`src/rtl/uart_frame_ctrl_if.sv`:
```
// Frame controller bus: byte strobe in, held-frame status and buffer read port out.
// slave = frame controller, master = byte source / frame consumer.
interface uart_frame_ctrl_if #(
    parameter int MAX_LEN = 16
);
    localparam int AW = (MAX_LEN > 1) ? $clog2(MAX_LEN) : 1;

    logic          rx_done;
    logic [7:0]    rx_data;
    logic [AW-1:0] rd_addr;
    logic [7:0]    rd_data;
    logic          frame_ready;
    logic [7:0]    frame_len;
    logic          frame_ack;
    logic          len_err;
    logic          chk_err;
    logic          overrun_err;
    logic          timeout_err;

    modport slave (
        input  rx_done, rx_data, rd_addr, frame_ack,
        output rd_data, frame_ready, frame_len, len_err, chk_err, overrun_err, timeout_err
    );

    modport master (
        output rx_done, rx_data, rd_addr, frame_ack,
        input  rd_data, frame_ready, frame_len, len_err, chk_err, overrun_err, timeout_err
    );
endinterface

```
`src/rtl/uart_frame_ctrl.sv`:
```
// UART frame receiver: HDR, LEN, payload, XOR checksum; holds one frame until frame_ack.
// Errors/frame_ready one cycle after the rx_done; inter-byte timeout only with UART_FRAME_TIMEOUT_EN.
module uart_frame_ctrl #(
    parameter int         MAX_LEN        = 16,
    parameter logic [7:0] HDR_BYTE       = 8'hA5,
    parameter int         TIMEOUT_CYCLES = 1000000
) (
    input  logic               clk,
    input  logic               rst_n,
    uart_frame_ctrl_if.slave   bus
);
    localparam int         AW        = (MAX_LEN > 1) ? $clog2(MAX_LEN) : 1;
    localparam int         DEPTH     = 1 << AW;
    localparam logic [8:0] MAX_LEN_W = 9'(MAX_LEN);

    typedef enum logic [2:0] {IDLE, LEN, PAYLOAD, CHK, HOLD} state_t;

    state_t     state, state_nxt;
    logic [7:0] byte_cnt, byte_cnt_nxt;
    logic [7:0] chk, chk_nxt;
    logic [7:0] len_q, len_nxt;
    logic       len_err_nxt, chk_err_nxt, ovr_nxt;
    logic       wr_en;
    logic       in_frame;
    logic [7:0] buffer [DEPTH];

    assign in_frame = (state == LEN) || (state == PAYLOAD) || (state == CHK);

`ifdef UART_FRAME_TIMEOUT_EN
    localparam int TW = $clog2(TIMEOUT_CYCLES + 1);
    logic [TW-1:0] tmo_cnt;
    logic          tmo_hit;
    logic          tmo_err_q;

    // The cycle the counter would reach TIMEOUT_CYCLES is the expiry cycle.
    assign tmo_hit = in_frame && !bus.rx_done && (tmo_cnt == TW'(TIMEOUT_CYCLES - 1));

    always_ff @(posedge clk or negedge rst_n) begin
        if (!rst_n) begin
            tmo_cnt   <= '0;
            tmo_err_q <= 1'b0;
        end else begin
            tmo_err_q <= tmo_hit;
            if (bus.rx_done || !in_frame) tmo_cnt <= '0;
            else                          tmo_cnt <= tmo_cnt + 1'b1;
        end
    end

    assign bus.timeout_err = tmo_err_q;
`else
    assign bus.timeout_err = 1'b0;
`endif

    always_comb begin
        state_nxt    = state;
        byte_cnt_nxt = byte_cnt;
        chk_nxt      = chk;
        len_nxt      = len_q;
        len_err_nxt  = 1'b0;
        chk_err_nxt  = 1'b0;
        ovr_nxt      = 1'b0;
        wr_en        = 1'b0;
        case (state)
            IDLE: begin
                if (bus.rx_done && bus.rx_data == HDR_BYTE) state_nxt = LEN;
            end
            LEN: begin
                if (bus.rx_done) begin
                    if (bus.rx_data == 8'd0 || {1'b0, bus.rx_data} > MAX_LEN_W) begin
                        len_err_nxt = 1'b1;
                        state_nxt   = IDLE;
                    end else begin
                        len_nxt      = bus.rx_data;
                        chk_nxt      = bus.rx_data;
                        byte_cnt_nxt = 8'd0;
                        state_nxt    = PAYLOAD;
                    end
                end
            end
            PAYLOAD: begin
                if (bus.rx_done) begin
                    wr_en        = 1'b1;
                    chk_nxt      = chk ^ bus.rx_data;
                    byte_cnt_nxt = byte_cnt + 8'd1;
                    if (byte_cnt == len_q - 8'd1) state_nxt = CHK;
                end
            end
            CHK: begin
                if (bus.rx_done) begin
                    if (bus.rx_data == chk) begin
                        state_nxt = HOLD;
                    end else begin
                        chk_err_nxt = 1'b1;
                        state_nxt   = IDLE;
                    end
                end
            end
            HOLD: begin
                // A byte arriving with the ack is treated as the first IDLE byte.
                if (bus.frame_ack) begin
                    state_nxt = (bus.rx_done && bus.rx_data == HDR_BYTE) ? LEN : IDLE;
                end else if (bus.rx_done) begin
                    ovr_nxt = 1'b1;
                end
            end
            default: state_nxt = IDLE;
        endcase
`ifdef UART_FRAME_TIMEOUT_EN
        if (tmo_hit) state_nxt = IDLE;
`endif
    end

    always_ff @(posedge clk or negedge rst_n) begin
        if (!rst_n) begin
            state           <= IDLE;
            byte_cnt        <= 8'd0;
            chk             <= 8'd0;
            len_q           <= 8'd0;
            bus.rd_data     <= 8'd0;
            bus.len_err     <= 1'b0;
            bus.chk_err     <= 1'b0;
            bus.overrun_err <= 1'b0;
        end else begin
            state           <= state_nxt;
            byte_cnt        <= byte_cnt_nxt;
            chk             <= chk_nxt;
            len_q           <= len_nxt;
            bus.rd_data     <= buffer[bus.rd_addr];
            bus.len_err     <= len_err_nxt;
            bus.chk_err     <= chk_err_nxt;
            bus.overrun_err <= ovr_nxt;
        end
    end

    // Payload storage is deliberately left out of reset.
    always_ff @(posedge clk) begin
        if (wr_en) buffer[byte_cnt[AW-1:0]] <= bus.rx_data;
    end

    assign bus.frame_ready = (state == HOLD);
    assign bus.frame_len   = len_q;
endmodule

```
`src/flat_wrapper.sv`:
```
// flat-port wrapper written by rule: the top's interface ports become plain ports
module uart_frame_ctrl_flat 
#(
    parameter int         MAX_LEN        = 16,
    parameter logic [7:0] HDR_BYTE       = 8'hA5,
    parameter int         TIMEOUT_CYCLES = 1000000
)
  (clk, rst_n, bus_rx_done, bus_rx_data, bus_rd_addr, bus_frame_ack, bus_rd_data, bus_frame_ready, bus_frame_len, bus_len_err, bus_chk_err, bus_overrun_err, bus_timeout_err);
  uart_frame_ctrl_if #(.MAX_LEN(MAX_LEN)) bus_i ();
  input  logic clk;
  input  logic rst_n;
  input wire logic [$bits(bus_i.rx_done)-1:0] bus_rx_done;
  input wire logic [$bits(bus_i.rx_data)-1:0] bus_rx_data;
  input wire logic [$bits(bus_i.rd_addr)-1:0] bus_rd_addr;
  input wire logic [$bits(bus_i.frame_ack)-1:0] bus_frame_ack;
  output wire logic [$bits(bus_i.rd_data)-1:0] bus_rd_data;
  output wire logic [$bits(bus_i.frame_ready)-1:0] bus_frame_ready;
  output wire logic [$bits(bus_i.frame_len)-1:0] bus_frame_len;
  output wire logic [$bits(bus_i.len_err)-1:0] bus_len_err;
  output wire logic [$bits(bus_i.chk_err)-1:0] bus_chk_err;
  output wire logic [$bits(bus_i.overrun_err)-1:0] bus_overrun_err;
  output wire logic [$bits(bus_i.timeout_err)-1:0] bus_timeout_err;
  assign bus_i.rx_done = bus_rx_done;
  assign bus_i.rx_data = bus_rx_data;
  assign bus_i.rd_addr = bus_rd_addr;
  assign bus_i.frame_ack = bus_frame_ack;
  assign bus_rd_data = bus_i.rd_data;
  assign bus_frame_ready = bus_i.frame_ready;
  assign bus_frame_len = bus_i.frame_len;
  assign bus_len_err = bus_i.len_err;
  assign bus_chk_err = bus_i.chk_err;
  assign bus_overrun_err = bus_i.overrun_err;
  assign bus_timeout_err = bus_i.timeout_err;
  uart_frame_ctrl #(.MAX_LEN(MAX_LEN), .HDR_BYTE(HDR_BYTE), .TIMEOUT_CYCLES(TIMEOUT_CYCLES)) u_core (.clk(clk), .rst_n(rst_n), .bus(bus_i));
endmodule
```
`config.mk`:
```
export PLATFORM = sky130hd
export DESIGN_NAME = uart_frame_ctrl_flat
export DESIGN_NICKNAME = d
export VERILOG_FILES = /design/src/rtl/uart_frame_ctrl_if.sv /design/src/rtl/uart_frame_ctrl.sv /design/src/flat_wrapper.sv
export SDC_FILE = /design/constraint.sdc
export NUM_CORES = 1
export LEC_CHECK = 0
export CAP_MARGIN = 10
export CELL_PAD_IN_SITES_DETAIL_PLACEMENT = 1
export CELL_PAD_IN_SITES_GLOBAL_PLACEMENT = 1
export CORE_ASPECT_RATIO = 0.7
export CORE_MARGIN = 4
export CORE_UTILIZATION = 55
export CTS_CLUSTER_DIAMETER = 120
export DETAILED_ROUTE_END_ITERATION = 12
export PLACE_DENSITY_LB_ADDON = 0.1
export SYNTH_ARGS = -nofsm -noshare
export SYNTH_HDL_FRONTEND = slang
export SYNTH_SLANG_ARGS = --single-unit
```
`constraint.sdc`:
```
create_clock -name clk -period 5.9 [get_ports clk]
set_clock_uncertainty 0.15 [all_clocks]
set_input_delay 1.18 -clock clk [delete_from_list [all_inputs] [get_ports clk]]
set_output_delay 1.18 -clock clk [all_outputs]
set_load 0.005 [all_outputs]
```
[Yosys cells after proc, flatten, opt, wreduce, memory -nomap -nowiden]
Memories as Yosys holds them, arrays and structs flattened. A register that Yosys moved wholly into a read port is not among the register bits.
Cells that the tools add are included.
Operators by class
  add/subtract/negate cells: 2
  $lt $le $gt $ge: 1
  equality and inequality tests: 14
  muxes and demuxes: 30
  bitwise logic cells: 2
  reduce and logical (&&, ||, !) cells: 9
Operators with widths (number)
  8-bit 2-to-1 mux: 6
  8-bit case mux with 2 select lines: 2
  3-bit 2-to-1 mux: 7
  8-bit equality test: 2
  3-bit case mux with 5 select lines: 1
  1-bit 2-to-1 mux: 13
  2-bit != test (second input constant): 6
  8-bit by 1-bit adder with 8-bit output (second input constant): 1
  8-bit equality test (second input constant): 1
  8-bit by 5-bit greater-than comparator with 1-bit output (second input constant): 1
  8-bit zero test: 1
  8-bit by 1-bit subtractor with 8-bit output (second input constant): 1
  8-bit XOR: 1
  3-bit by 2-bit equality test with 1-bit output (second input constant): 2
  6-bit AND reduction: 1
  4-bit AND reduction: 1
  3-bit by 1-bit equality test with 1-bit output (second input constant): 1
  3-bit equality test (second input constant): 1
  3-bit zero test: 1
  3-bit AND reduction: 1
  2-bit 2-to-1 mux: 1
  2-bit by 1-bit != test with 1-bit output (second input constant): 1
  2-bit nonzero test: 1
  1-bit logical AND: 1
  other kinds (3): 3
Storage, ports and cells
  flip-flop bits (word level): 30
  bits in writable memories: 128
  input port bits: 16
  output and inout bits: 21
  logic and storage cells: 66
  memories kept: 1
Memory list
  u_core.buffer: words 16, bits a word 8, rd ports 1, clocked after Yosys merged registers in 1, write ports 1, line uart_frame_ctrl.sv:25  | logic [7:0] buffer [DEPTH];

[Logic depth before layout (Yosys ltp)]
  depth after elaboration: 5
  gate-level depth with buffers: 8
  mapped depth without buffers: 7

[Worst setup path after synthesis]
No wires, ideal clock.
  kind: input port to flip-flop
  start point: input port bus_rx_done
  end point: memory u_core.buffer[0][0], enable pin
  setup time: 383 ps
  data arrival time: 2716 ps
  data required time: 5367 ps
  path slack: 2651 ps
  cell stages on the path: 5
  buffers on the path: 2
  cell sequence: nor4bb_1 > clkbuf_1 > clkbuf_1 > nand2_1 > nor3_1
Between the ends
  word-level cells in the longest chain between the ends: 4
RTL lines
  start: declaration: line flat_wrapper.sv:12  | input wire logic [$bits(bus_i.rx_done)-1:0] bus_rx_done;
  1-bit 2-to-1 mux: line uart_frame_ctrl.sv:81  | if (bus.rx_done) begin
  1-bit 2-to-1 mux: line uart_frame_ctrl.sv:63  | case (state)
  1-bit 2-to-1 mux: line uart_frame_ctrl.sv:137  | if (wr_en) buffer[byte_cnt[AW-1:0]] <= bus.rx_data;
  1-bit 2-to-1 mux (implied by the code): line uart_frame_ctrl.sv:137
  end: declaration: line uart_frame_ctrl.sv:25
Every way passes these cells.

[Worst setup path in the final report]
  start point: input port bus_rx_data[2]
  end point: register u_core.chk[1]
Between the ends
  word-level cells in the longest chain between the ends: 4
  elaborated cells between the ends (all ways): 5
  those cells by class: order compare (1); eq/ne (1); reduce/logical (3)
RTL lines
  start: declaration: line flat_wrapper.sv:13  | input wire logic [$bits(bus_i.rx_data)-1:0] bus_rx_data;
  8-bit by 5-bit greater-than comparator with 1-bit output / 8-bit zero test (equally long branches): line uart_frame_ctrl.sv:69  | if (bus.rx_data == 8'd0 || {1'b0, bus.rx_data} > MAX_LEN_W) begin
  1-bit logical OR *: line uart_frame_ctrl.sv:69
  2-bit != test (no line) *
  4-bit AND reduction (no line) *
  end signal: assignment: line uart_frame_ctrl.sv:126  | chk <= chk_nxt;
  end: declaration: line uart_frame_ctrl.sv:20  | logic [7:0] chk, chk_nxt;
Mark *: on every way between the ends. The rest lies on a longest branch, timed or not.
A chain may end at the register's enable or synchronous reset.

==> key figures <==
Placement
  • PortBufs: 35
  • Final HPWL from detailed placement: 10,800 µm
  • Cells after DPL: about 600
  • GPL Wtd Cong: about 0.75

Drt
  • Per-cell routed wire length: 27.5 µm
  • Avg Vias per Cell: between 6 and 7
  • DRC marker count from the first detailed-route iteration: 461
  • Antenna viol nets, final: 0
  • Drt pass-1 iters: 5
  • Final WL: roughly 17,000 µm
  • Vias: 3,875
  • Residual DRC: 0

Global routing
  • First-pass GRT wire length: around 26,000 µm
  • Global Route Usage Sum: 0.256
  • Gr ovfl total: 0
  • Initial antenna violation count: 0
  • Vias in the first global route: a little over 4,000
  • Largest net degree at the start of global routing: 39

Timing
  • Slew Limit Fails: 0
  • Final hold violation count: 0
  • Min Tclk post-route: between 3 and 4 ns
  • Fmax: 258 MHz
  • Final setup violation count: 0
  • RSZ-0062 raised after global routing: no
  • Worst Max-Slew Pin Slew: 1.06 ns
  • TNS Setup: 0 ns
  • Rel. slew slack: 0.290
  • Final worst-path cycle share: 0.656

Power
  • Max VDD drop: about 0.24 mV
  • Psw: 0.000904 W
  • Logic pwr share: 0.171
  • Switching part of the total: 0.280
  • Power Dens Cells: approximately 400 nW/µm²
  • Sequential Power Share: 0.481
  • Pleak: ~2.8 nW
  • Clk network pwr share: 0.348
  • Pint: ~0.0023 W

Critical path
  • Crit Path Max Fanout: 23
  • Critical-path cell with the highest stage delay: o31ai_1
  • Crit path capture type: flip-flop
  • Worst path max stage delay: about 0.82 ns
  • Setup CP Type: input port to flip-flop
  • Kind of start point of the critical path: input port
  • CP cell instances: clkdlybuf4s50_1 > nor4_1 > xor2_1 > o31ai_1 > a21oi_1 > a311oi_1
  • R2R depth: 4
  • CP Data Required Time: around 6.1 ns
  • Arr. time, crit path: roughly 4.0 ns

Die
  • Initial Utilization: 0.574
  • Core Rows: 33
  • Ports: 37
  • Die area: ~14,000 µm²
  • Width of the chip: between 100 and 150 µm
  • Die Y: 101 µm
  • Placeable Area: 11,900 µm²

Clock network
  • Post-CTS sizing: 0
  • Post-CTS Hold Fix Bufs: 0
  • Worst-skew pair later-pin latency: between 0.4 and 0.5 ns
  • Setup bufs post-CTS: 0
  • Cts bufs inserted: 17
  • CTS clk-pin slew, worst paths: about 0.070 ns
  • H-tree levels: 4
  • CTS tree: yes
  • Clk buf depth: 2
  • TritonCTS Sinks: approximately 170
  • Root buffer cell: clkbuf_16

Yosys
  • Cells after Synth: about 400
  • Post-synth EDFFs: 128
  • Area contributors post-synth: edfxtp_1 56%, dfrtp_1 14%, mux4_2 13%
  • Synth Register Bits: ~170
  • Ys async rst share: 0.229
  • Register area share after synthesis: 0.699
  • Synth Area per Inst: approximately 17 µm²
  • Synthesized cell area: 6860 µm²
  • Post-synth top flop: edfxtp_1
  • Cell variety after synth: 45
  • Synth warnings: 0
  • Post-synth top area cell: edfxtp_1
  • Yosys top cell area share: 0.561
  • Syn Nets: approximately 430

Outcome
  • Status: complete, no violations

Layout
  • Share of post-route cells with drive strength above 1: 0.195
  • Diodes inserted: 0
  • Fin cells: between 600 and 700
  • Synthesis-to-layout area growth: 16.6%
  • Nets: about 470

Flow run
  • Max Cap Viol: 0

Worst hold path
  • Hold Crit Depth: 1
  • Worst Hold Class: flip-flop to flip-flop
## cell type report
type / instances / area [µm²]
Clock buffer: 23 / 520
Clock inverter: 9 / 86.3
Fill cell: 1009 / 3940
Inverter: 6 / 22.5
Multi-Input combinational cell: 208 / 1930
Sequential cell: 166 / 4790
Tap cell: 157 / 196
Timing Repair Buffer: 49 / 443
## power groups by stage
stage | combinational, W | clock [W] | sequential, W
2_1_floorplan | 0.000353 | 0 | 0.00151
3_3_place_gp | 0.000501 | 0 | 0.00155
3_5_place_dp | 0.000536 | 0 | 0.00157
4_1_cts | 0.000553 | 0.00113 | 0.00155
5_1_grt | 0.000597 | 0.00119 | 0.00156
6_report | 0.000552 | 0.00112 | 0.00155
## worst paths after layout
path | endpoint | start | slack [ns]
max | u_core.chk[1] | bus_rx_data[2] | 2.03
min | u_core.chk[3] | u_core.chk[3] | 0.40
max reg2reg | u_core.buffer[15][5] | u_core.state[0] | 3.13
min reg2reg | u_core.chk[3] | u_core.chk[3] | 0.40
max in group asynchronous | u_core.byte_cnt[4] | rst_n | 4.26
min in group asynchronous | u_core.bus.overrun_err | rst_n | 0.75
## layout by cell type, fill, tap and decap left out, types with 2 or more instances in the layout
| cell | count |
|---|---|
| a32o_1 | 3 |
| ha_1 | 5 |
| nand4_1 | 4 |
| nand2b_1 | 3 |
| xor2_1 | 10 |
| or3_1 | 5 |
| dfrtp_1 | 38 |
| inv_1 | 6 |
| a21oi_1 | 7 |
| clkbuf_8 | 3 |
| and3_1 | 2 |
| a31oi_1 | 3 |
| clkdlybuf4s50_1 | 33 |
| edfxtp_1 | 128 |
| a311oi_1 | 4 |
| mux4_2 | 40 |
| nand4b_1 | 2 |
| nand2_1 | 27 |
| a211oi_1 | 2 |
| o31ai_1 | 2 |
| nor3_1 | 7 |
| nand3_1 | 5 |
| nor2_1 | 33 |
| buf_4 | 13 |
| buf_2 | 2 |
| and2_1 | 4 |
| o21ai_0 | 6 |
| xnor2_1 | 16 |
| nor4_1 | 3 |
| clkinvlp_4 | 4 |
| clkbuf_16 | 19 |
## critical path: cells and delay by family
family / cells / cell delay (ns)
buffers and inverters: 1 / 0.81
and+or+nand+nor: 1 / 0.47
xor gates and xnor gates: 1 / 0.20
AOI/OAI and AO/OA: 3 / 1.35
## cell usage after synthesis (5+ instances only)
| cell | number |
|---|---|
| nand2_1 | 27 |
| mux4_2 | 40 |
| nand3_1 | 5 |
| dfrtp_1 | 38 |
| nor2_1 | 33 |
| o21ai_0 | 6 |
| edfxtp_1 | 128 |
| a21oi_1 | 7 |
| nor3_1 | 7 |
| ha_1 | 5 |
| buf_2 | 8 |
| or3_1 | 5 |
| clkbuf_1 | 12 |
| inv_1 | 6 |
| xor2_1 | 10 |
| xnor2_1 | 16 |
## layer usage
layer	vias to the layer above	part of all wire	GRT usage
met5	-	0	0
met4	0	0.017	0.0678
met3	27	0.082	0.0849
met2	173	0.48	0.385
met1	2030	0.42	0.368
li1	1645	-	-
## kinds of logic (layout without fill, tap and decap cells)
| family | count (synthesis) | in the layout | synth area share |
|---|---|---|---|
| XOR/XNOR | 26 | 26 | 0.0332 |
| adder cells (fa/ha/maj) | 5 | 5 | 0.00913 |
| AO/OA/AOI/OAI | 32 | 32 | 0.0327 |
| buffers and inverters | 30 | 87 | 0.0195 |
| flip-flops | 166 | 166 | 0.699 |
| other | 1 | 1 | 0.000547 |
| multiplexers | 41 | 41 | 0.133 |
| AND/OR/NAND/NOR | 103 | 103 | 0.0726 |
## registers in the layout, summed over array words and instances (netlist names)
name                    flops
u_core.bus.overrun_err      1
u_core.bus.len_err          1
u_core.bus.chk_err          1
u_core.buffer             128
u_core.bus.rd_data          8
u_core.bus.frame_len        8
u_core.chk                  8
u_core.byte_cnt             8
u_core.state                3
## metrics by stage
step | worst slack [ns] | area [µm²] | total power, W | utilization | hold WS (ns)
after floorplan | 2.65 | 6860 | 0.00186 | - | 0.330
after global placement | 2.07 | 7380 | 0.00205 | 0.619 | 0.349
after detailed placement | 1.63 | 7380 | 0.00210 | 0.619 | 0.360
after CTS | 2.01 | 7990 | 0.00323 | 0.670 | 0.398
after global routing | 1.79 | 8000 | 0.00335 | 0.670 | 0.424
final | 2.03 | 8000 | 0.00322 | 0.670 | 0.396
No activity file was read; power rests on OpenSTA's default activity.
